## src/rtl/ula_pkg.sv

```systemverilog
// rtl/ula_pkg.sv - shared opcode, state and width definitions for the ULA controller
package ula_pkg;

  localparam int DATA_W = 8;

  localparam logic [2:0] OP_AND  = 3'b000;
  localparam logic [2:0] OP_OR   = 3'b001;
  localparam logic [2:0] OP_NOT  = 3'b010;
  localparam logic [2:0] OP_NAND = 3'b011;
  localparam logic [2:0] OP_ADD  = 3'b100;
  localparam logic [2:0] OP_SUB  = 3'b101;

  typedef enum logic [1:0] {
    ST_IDLE = 2'b00,
    ST_EXEC = 2'b01,
    ST_DONE = 2'b10
  } state_t;

  // Opcodes 110/111 are reserved and reported as errors
  function automatic logic is_valid_op(input logic [2:0] op);
    return (op <= OP_SUB);
  endfunction

  // Only arithmetic ops produce a meaningful carry
  function automatic logic is_arith_op(input logic [2:0] op);
    return (op == OP_ADD) || (op == OP_SUB);
  endfunction

endpackage

```

## src/rtl/ula_ctrl_fsm.sv

```systemverilog
// rtl/ula_ctrl_fsm.sv - command/result sequencer for an external 8-bit ALU (option: ULA_CHAIN_EN)
module ula_ctrl_fsm
  import ula_pkg::*;
#(
  parameter int SETTLE_CYCLES = 1
) (
  input  logic              clk,
  input  logic              rst_n,
  input  logic              cmd_valid,
  output logic              cmd_ready,
  input  logic [2:0]        cmd_op,
  input  logic [DATA_W-1:0] cmd_a,
  input  logic [DATA_W-1:0] cmd_b,
  input  logic              cmd_cin,
  input  logic              cmd_chain,
  output logic [DATA_W-1:0] ula_a,
  output logic [DATA_W-1:0] ula_b,
  output logic              ula_carry_in,
  output logic [2:0]        ula_seletor,
  input  logic [DATA_W-1:0] ula_resultado,
  input  logic              ula_carry_out,
  output logic              res_valid,
  input  logic              res_ready,
  output logic [DATA_W-1:0] res_data,
  output logic              res_cout,
  output logic              res_zero,
  output logic              res_err
);

  state_t            state_q, state_d;
  logic [3:0]        cnt_q;
  logic [DATA_W-1:0] a_q, b_q;
  logic [2:0]        op_q;
  logic              cin_q;
  logic              accept;
  logic              capture;
  logic              cin_sel;

  assign accept  = (state_q == ST_IDLE) && cmd_valid;
  assign capture = (state_q == ST_EXEC) && (cnt_q == 4'd0);

`ifdef ULA_CHAIN_EN
  logic carry_q;

  // Chained ADD/SUB continue from the carry of the previous arithmetic result
  assign cin_sel = (cmd_chain && is_arith_op(cmd_op)) ? carry_q : cmd_cin;

  // Stored carry follows every arithmetic capture
  always_ff @(posedge clk) begin
    if (!rst_n) begin
      carry_q <= 1'b0;
    end else if (capture && is_arith_op(op_q)) begin
      carry_q <= ula_carry_out;
    end
  end
`else
  logic chain_unused;
  assign chain_unused = cmd_chain;
  assign cin_sel      = cmd_cin;
`endif

  // State register
  always_ff @(posedge clk) begin
    if (!rst_n) begin
      state_q <= ST_IDLE;
    end else begin
      state_q <= state_d;
    end
  end

  // Next-state and handshake decode
  always_comb begin
    state_d   = state_q;
    cmd_ready = 1'b0;
    res_valid = 1'b0;
    case (state_q)
      ST_IDLE: begin
        cmd_ready = 1'b1;
        if (cmd_valid) begin
          state_d = is_valid_op(cmd_op) ? ST_EXEC : ST_DONE;
        end
      end
      ST_EXEC: begin
        if (cnt_q == 4'd0) begin
          state_d = ST_DONE;
        end
      end
      ST_DONE: begin
        res_valid = 1'b1;
        if (res_ready) begin
          state_d = ST_IDLE;
        end
      end
      default: state_d = ST_IDLE;
    endcase
  end

  // Operand latch, settle counter and result capture
  always_ff @(posedge clk) begin
    if (!rst_n) begin
      cnt_q    <= 4'd0;
      a_q      <= '0;
      b_q      <= '0;
      op_q     <= 3'b000;
      cin_q    <= 1'b0;
      res_data <= '0;
      res_cout <= 1'b0;
      res_zero <= 1'b0;
      res_err  <= 1'b0;
    end else if (accept) begin
      if (is_valid_op(cmd_op)) begin
        a_q   <= cmd_a;
        b_q   <= cmd_b;
        op_q  <= cmd_op;
        cin_q <= cin_sel;
        cnt_q <= 4'(SETTLE_CYCLES - 1);
      end else begin
        // Reserved opcode: ALU drive is left untouched, error result goes out directly
        res_data <= '0;
        res_cout <= 1'b0;
        res_zero <= 1'b0;
        res_err  <= 1'b1;
      end
    end else if (state_q == ST_EXEC) begin
      if (capture) begin
        res_data <= ula_resultado;
        res_cout <= is_arith_op(op_q) ? ula_carry_out : 1'b0;
        res_zero <= (ula_resultado == '0);
        res_err  <= 1'b0;
      end else begin
        cnt_q <= cnt_q - 4'd1;
      end
    end
  end

  assign ula_a        = a_q;
  assign ula_b        = b_q;
  assign ula_carry_in = cin_q;
  assign ula_seletor  = op_q;

endmodule

```

## config.mk

```make
export PLATFORM = sky130hd
export DESIGN_NAME = ula_ctrl_fsm
export DESIGN_NICKNAME = d
export VERILOG_FILES = /design/src/rtl/ula_pkg.sv /design/src/rtl/ula_ctrl_fsm.sv
export SDC_FILE = /design/constraint.sdc
export NUM_CORES = 1
export LEC_CHECK = 0
export CAP_MARGIN = 40
export CORE_MARGIN = 2
export CORE_UTILIZATION = 41
export CTS_CLUSTER_DIAMETER = 50
export DETAILED_ROUTE_END_ITERATION = 8
export PLACE_DENSITY = 0.89
export SLEW_MARGIN = 30
export SYNTH_ARGS = -nofsm -noshare
export SYNTH_HDL_FRONTEND = slang
export SYNTH_SLANG_ARGS = --single-unit
```

## constraint.sdc

```tcl
create_clock -name clk -period 1.9 [get_ports clk]
set_clock_uncertainty 0.05 [all_clocks]
set_input_delay 0.19 -clock clk [delete_from_list [all_inputs] [get_ports clk]]
set_output_delay 0.19 -clock clk [all_outputs]
set_load 0.005 [all_outputs]
```

Word-level counts from Yosys, hierarchy flattened

Index checks and enable logic that the tools add are counted.

Add/sub/neg operators: 1
Magnitude comparators: 1
Equality and inequality tests: 10
Muxes and demuxes: 27
Reductions and logical operators: 12

Operators by type and width:

| operator                                                            | count |
|---|---|
| 8-bit two-way mux                                                   | 4 |
| 4-bit two-way mux                                                   | 4 |
| 1-bit two-way mux                                                   | 14 |
| 3-bit AND reduction                                                 | 3 |
| 8-bit zero test                                                     | 1 |
| 2-bit two-way mux                                                   | 4 |
| 2-bit != test (second input constant)                               | 4 |
| 3-bit == test (second input constant)                               | 2 |
| 2-bit case mux with 3 select lines                                  | 1 |
| 4-bit zero test                                                     | 1 |
| 2-bit by 1-bit != test with 1-bit output (second input constant)    | 2 |
| 2-bit nonzero test                                                  | 2 |
| 4-bit by 1-bit subtractor with 4-bit output (second input constant) | 1 |
| 3-bit less-or-equal comparator (second input constant)              | 1 |
| 2-bit by 1-bit == test with 1-bit output (second input constant)    | 1 |
| 2-bit == test (second input constant)                               | 1 |
| 1-bit logical AND                                                   | 2 |
| 2-bit zero test                                                     | 1 |
| 2-bit AND reduction                                                 | 1 |
| 1-bit logical OR                                                    | 1 |

Bits in registers: 37
Input port bits: 34
Output and inout port bits: 33

Longest topological paths before layout

Depth in word-level cells: 6
Gate-level depth with buffers: 6
Mapped depth without buffers: 5

Worst setup path before layout

OpenSTA, ideal clock, no wires.

Path type: reg2reg
Start: reg cnt_q[0]
End: reg res_data[0]
Setup time: 0.128 ns
Arrival time: 1.424 ns
Setup slack: 0.298 ns
Cell stages (with the launch flop): 7
Path buffers: 1
Clock period less this slack: 1.602 ns
Path through: dfxtp_1 > inv_1 > ha_1 > or3b_2 > o22ai_4 > buf_6 > o22ai_1

Longest elaborated chain between the ends: 4

RTL lines:

| element                              | RTL line            | RTL |
|---|---|---|
| start: declaration                   | ula_ctrl_fsm.sv:31  | `logic [3:0] cnt_q;` |
| start signal: assignment             | ula_ctrl_fsm.sv:116 | `cnt_q <= 4'(SETTLE_CYCLES - 1);` |
| start signal: assignment             | ula_ctrl_fsm.sv:131 | `cnt_q <= cnt_q - 4'd1;` |
| 4-bit zero test                      | ula_ctrl_fsm.sv:40  | `assign capture = (state_q == ST_EXEC) && (cnt_q == 4'd0);` |
| 1-bit logical AND                    | ula_ctrl_fsm.sv:40  |  |
| 2-bit nonzero test (no source line)  | n/a                 |  |
| 3-bit AND reduction (no source line) | n/a                 |  |
| end signal: assignment               | ula_ctrl_fsm.sv:126 | `res_data <= ula_resultado;` |
| end: declaration                     | ula_ctrl_fsm.sv:24  | `output logic [DATA_W-1:0] res_data,` |

No other way between the ends.
A chain may end at the register's enable or synchronous reset.

Final worst setup path

Start: reg cnt_q[0]
End: reg res_data[2]

The elaborated chain is that of the path after synthesis.

==> impl_metrics.env <==
export IMPL_status="finished, final reports clean"
export IMPL_core_area_um2=3630
export IMPL_crit_path_end_kind="flip-flop"
export IMPL_drv_slew=0
export IMPL_fmax_ghz=0.579
export IMPL_antenna_cells_inserted=0
export IMPL_ys_ff_latch=37
export IMPL_path_max_fanout=10
export IMPL_cap_violations=0
export IMPL_sw_frac_of_total_pct=25.2
export IMPL_grt_pass1_wl_mm=6.67
export IMPL_ant_nets=0
export IMPL_overflow=0
export IMPL_ff_latch_area_um2=741
export IMPL_via_per_inst=5.34
export IMPL_critPathLaunch="cnt_q[0]"
export IMPL_whs_ns=0.399
export IMPL_clk_latency_ns=0.29
export IMPL_fillers=303
export IMPL_postSynth_asyncResetShare_pct=0
export IMPL_ff2ff_setup_slack_ns=0.17
export IMPL_synth_net_count=216
export IMPL_synth_edff_count=0
export IMPL_crit_arrival_ns=1.84
export IMPL_worstHoldPathType="in2reg"
export IMPL_endpoint="res_data[2]"
export IMPL_vias=1590
export IMPL_layout_cells_non_filler=298
export IMPL_cts_tree="done"
export IMPL_slew_headroom_pct=73.2
export IMPL_post_synth_cell_area_avg_um2=8.56
export IMPL_irDropWorstVdd_uv=453
export IMPL_powerDensity_nw_per_um2=759
export IMPL_pwr_share_clk_pct=34.2
export IMPL_ys_seq_area_share_pct=48.1
export IMPL_ys_types=35
export IMPL_yosys_most_used_dff="dfxtp_1"
export IMPL_numCtsBuffers=5
export IMPL_fp_row_count=22
export IMPL_cts_hold_buf=0
export IMPL_yosys_warnings=0
export IMPL_combPwrFrac_pct=19.5
export IMPL_dpl_cell_count=289
export IMPL_antenna_found_initial=0
export IMPL_p_switching_w=0.000460
export IMPL_area_delta_synth_final_pct=55.6
export IMPL_route_detailed_drc=0
export IMPL_r2r_end="res_data[2]"
export IMPL_mostFrequentLayoutCells="clkdlybuf4s50_1, dfxtp_1, nand2_1"
export IMPL_post_route_util_pct=66.0
export IMPL_drive_gt1_share_pct=10.0
export IMPL_rsz0062_at_grt="no"
export IMPL_layout_commonest_cell="clkdlybuf4s50_1"
export IMPL_cp_required_ns=2.01
export IMPL_dpl_instance_area_um2=2270
export IMPL_drtIter0Drc=91
export IMPL_max_slew_worst_pin_slew_ns=0.400
export IMPL_grt_pass1_vias=1489
export IMPL_grt_max_degree=25
export IMPL_routed_wirelength_mm=4.11
export IMPL_syn_area_um2=1540
export IMPL_dp_hpwl_mm=2.80
export IMPL_hold_violations=0
export IMPL_fin_area_um2=2400
export IMPL_h_tree_depth=2
export IMPL_clk_pin_slew_ns=0.08
export IMPL_p_int_w=0.00136
export IMPL_die_area_um2=4260
export IMPL_io_pins=67
export IMPL_clock_sinks=37
export IMPL_r2r_start="cnt_q[0]"
export IMPL_root_buffer="clkbuf_8"
export IMPL_worstSetupPathType="reg2reg"
export IMPL_gp_congestion=0.884
export IMPL_ctsLongestPathBuffers=2
export IMPL_die_w_um=65.3
export IMPL_nets=285
export IMPL_routedWlPerCell_um=13.8
export IMPL_worstRegToRegCells=6
export IMPL_leakagePower_nw=0.854
export IMPL_portBuffers=65
export IMPL_multi_input_area_um2=718
export IMPL_synthCells=180
export IMPL_die_h_um=65.3
export IMPL_drt_first_pass_iters=4
export IMPL_period_minus_slack_ns=1.73
export IMPL_startpoint_type="flip-flop"
export IMPL_grt_use_total_pct=20.3
export IMPL_period_share_pct=90.8
export IMPL_final_setup_viol_count=0
export IMPL_initial_core_util_pct=42.4
export IMPL_pwr_share_seq_pct=46.3
layer usage:
metal / GRT usage [%] / vias to the layer above / wire length [µm]
met4: 6.25 / 0 / 24
li1: - / 785 / -
met1: 26.3 / 747 / 1840
met5: 0 / - / 0
met2: 32.1 / 54 / 1970
met3: 6.51 / 4 / 283
stage by stage:
stage	setup WS (ns)	total power, W	TNS, ns
finish	0.174	0.00182	0
global route	0.0849	0.00190	0
floorplan	0.298	0.00100	0
detailed placement	-0.0138	0.00120	-0.0218
global placement	0.0369	0.00120	0
CTS	0.0578	0.00182	0
what timing repair did:
item | in CTS | in global routing
setup endpoints to repair | 0 | 1
setup buffers | 0 | 1
gates resized for setup | 0 | 0
cells by family (layout without fill, tap and decap cells):
| logic type | after synthesis | after routing | share of synthesized area [%] |
|---|---|---|---|
| and+or+nand+nor | 62 | 62 | 20.5 |
| DFF | 37 | 37 | 48.1 |
| adders and majority gates | 2 | 2 | 1.62 |
| AOI/OAI and AO/OA | 60 | 60 | 23.6 |
| buffers and inverters | 18 | 88 | 5.60 |
| muxes | 1 | 1 | 0.650 |
state kept, by name, summed over array words and instances (netlist names):
register	cells
res_data	8
ula_a	8
ula_b	8
cnt_q	4
ula_seletor	3
state_q	2
res_cout	1
res_err	1
res_zero	1
ula_carry_in	1
layout make-up:
cell class / instances / share of cell area, %
multi-input combinational: 125 / 30.0
clock inverter: 1 / 0.365
clock buffer: 7 / 4.02
sequential: 37 / 30.9
inverter: 4 / 0.626
tap: 48 / 2.51
timing repair buffer: 76 / 31.6
power by group through the flow:
stage	Sequential, W	Clock [W]	Combinational, W
finish	0.000842	0.000623	0.000356
global route	0.000846	0.000670	0.000388
floorplan	0.000860	0	0.000142
CTS	0.000842	0.000631	0.000347
global placement	0.000858	0	0.000339
detailed placement	0.000859	0	0.000345
cells in the mapped netlist (3+ instances only):
| library cell | n | area share [%] |
|---|---|---|
| clkbuf_1 | 9 | 2.2 |
| buf_2 | 3 | 0.97 |
| nor4_1 | 3 | 1.2 |
| nand2_1 | 24 | 5.8 |
| dfxtp_1 | 37 | 48 |
| nand3_1 | 19 | 6.2 |
| o21ai_0 | 19 | 6.2 |
| o22ai_1 | 10 | 4.1 |
| inv_1 | 4 | 0.97 |
| a21oi_1 | 20 | 6.5 |
critical path, cell delays in order (launching register included):
cell,delay [ns]
dfxtp_1,0.34
inv_1,0.10
ha_1,0.16
or3b_2,0.53
o22ai_4,0.18
buf_12,0.16
o22ai_1,0.08
worst min path at each step:
stage / from / cells after the start / end
3_5_place_dp: res_cout / 2 / res_cout
6_report: cmd_op[0] / 3 / ula_seletor[0]
4_1_cts: cmd_op[0] / 3 / ula_seletor[0]
3_3_place_gp: res_zero / 2 / res_zero
5_1_grt: cmd_b[0] / 3 / ula_b[0]
2_1_floorplan: cmd_a[0] / 2 / ula_a[0]
No activity file was read; power rests on OpenSTA's default activity.
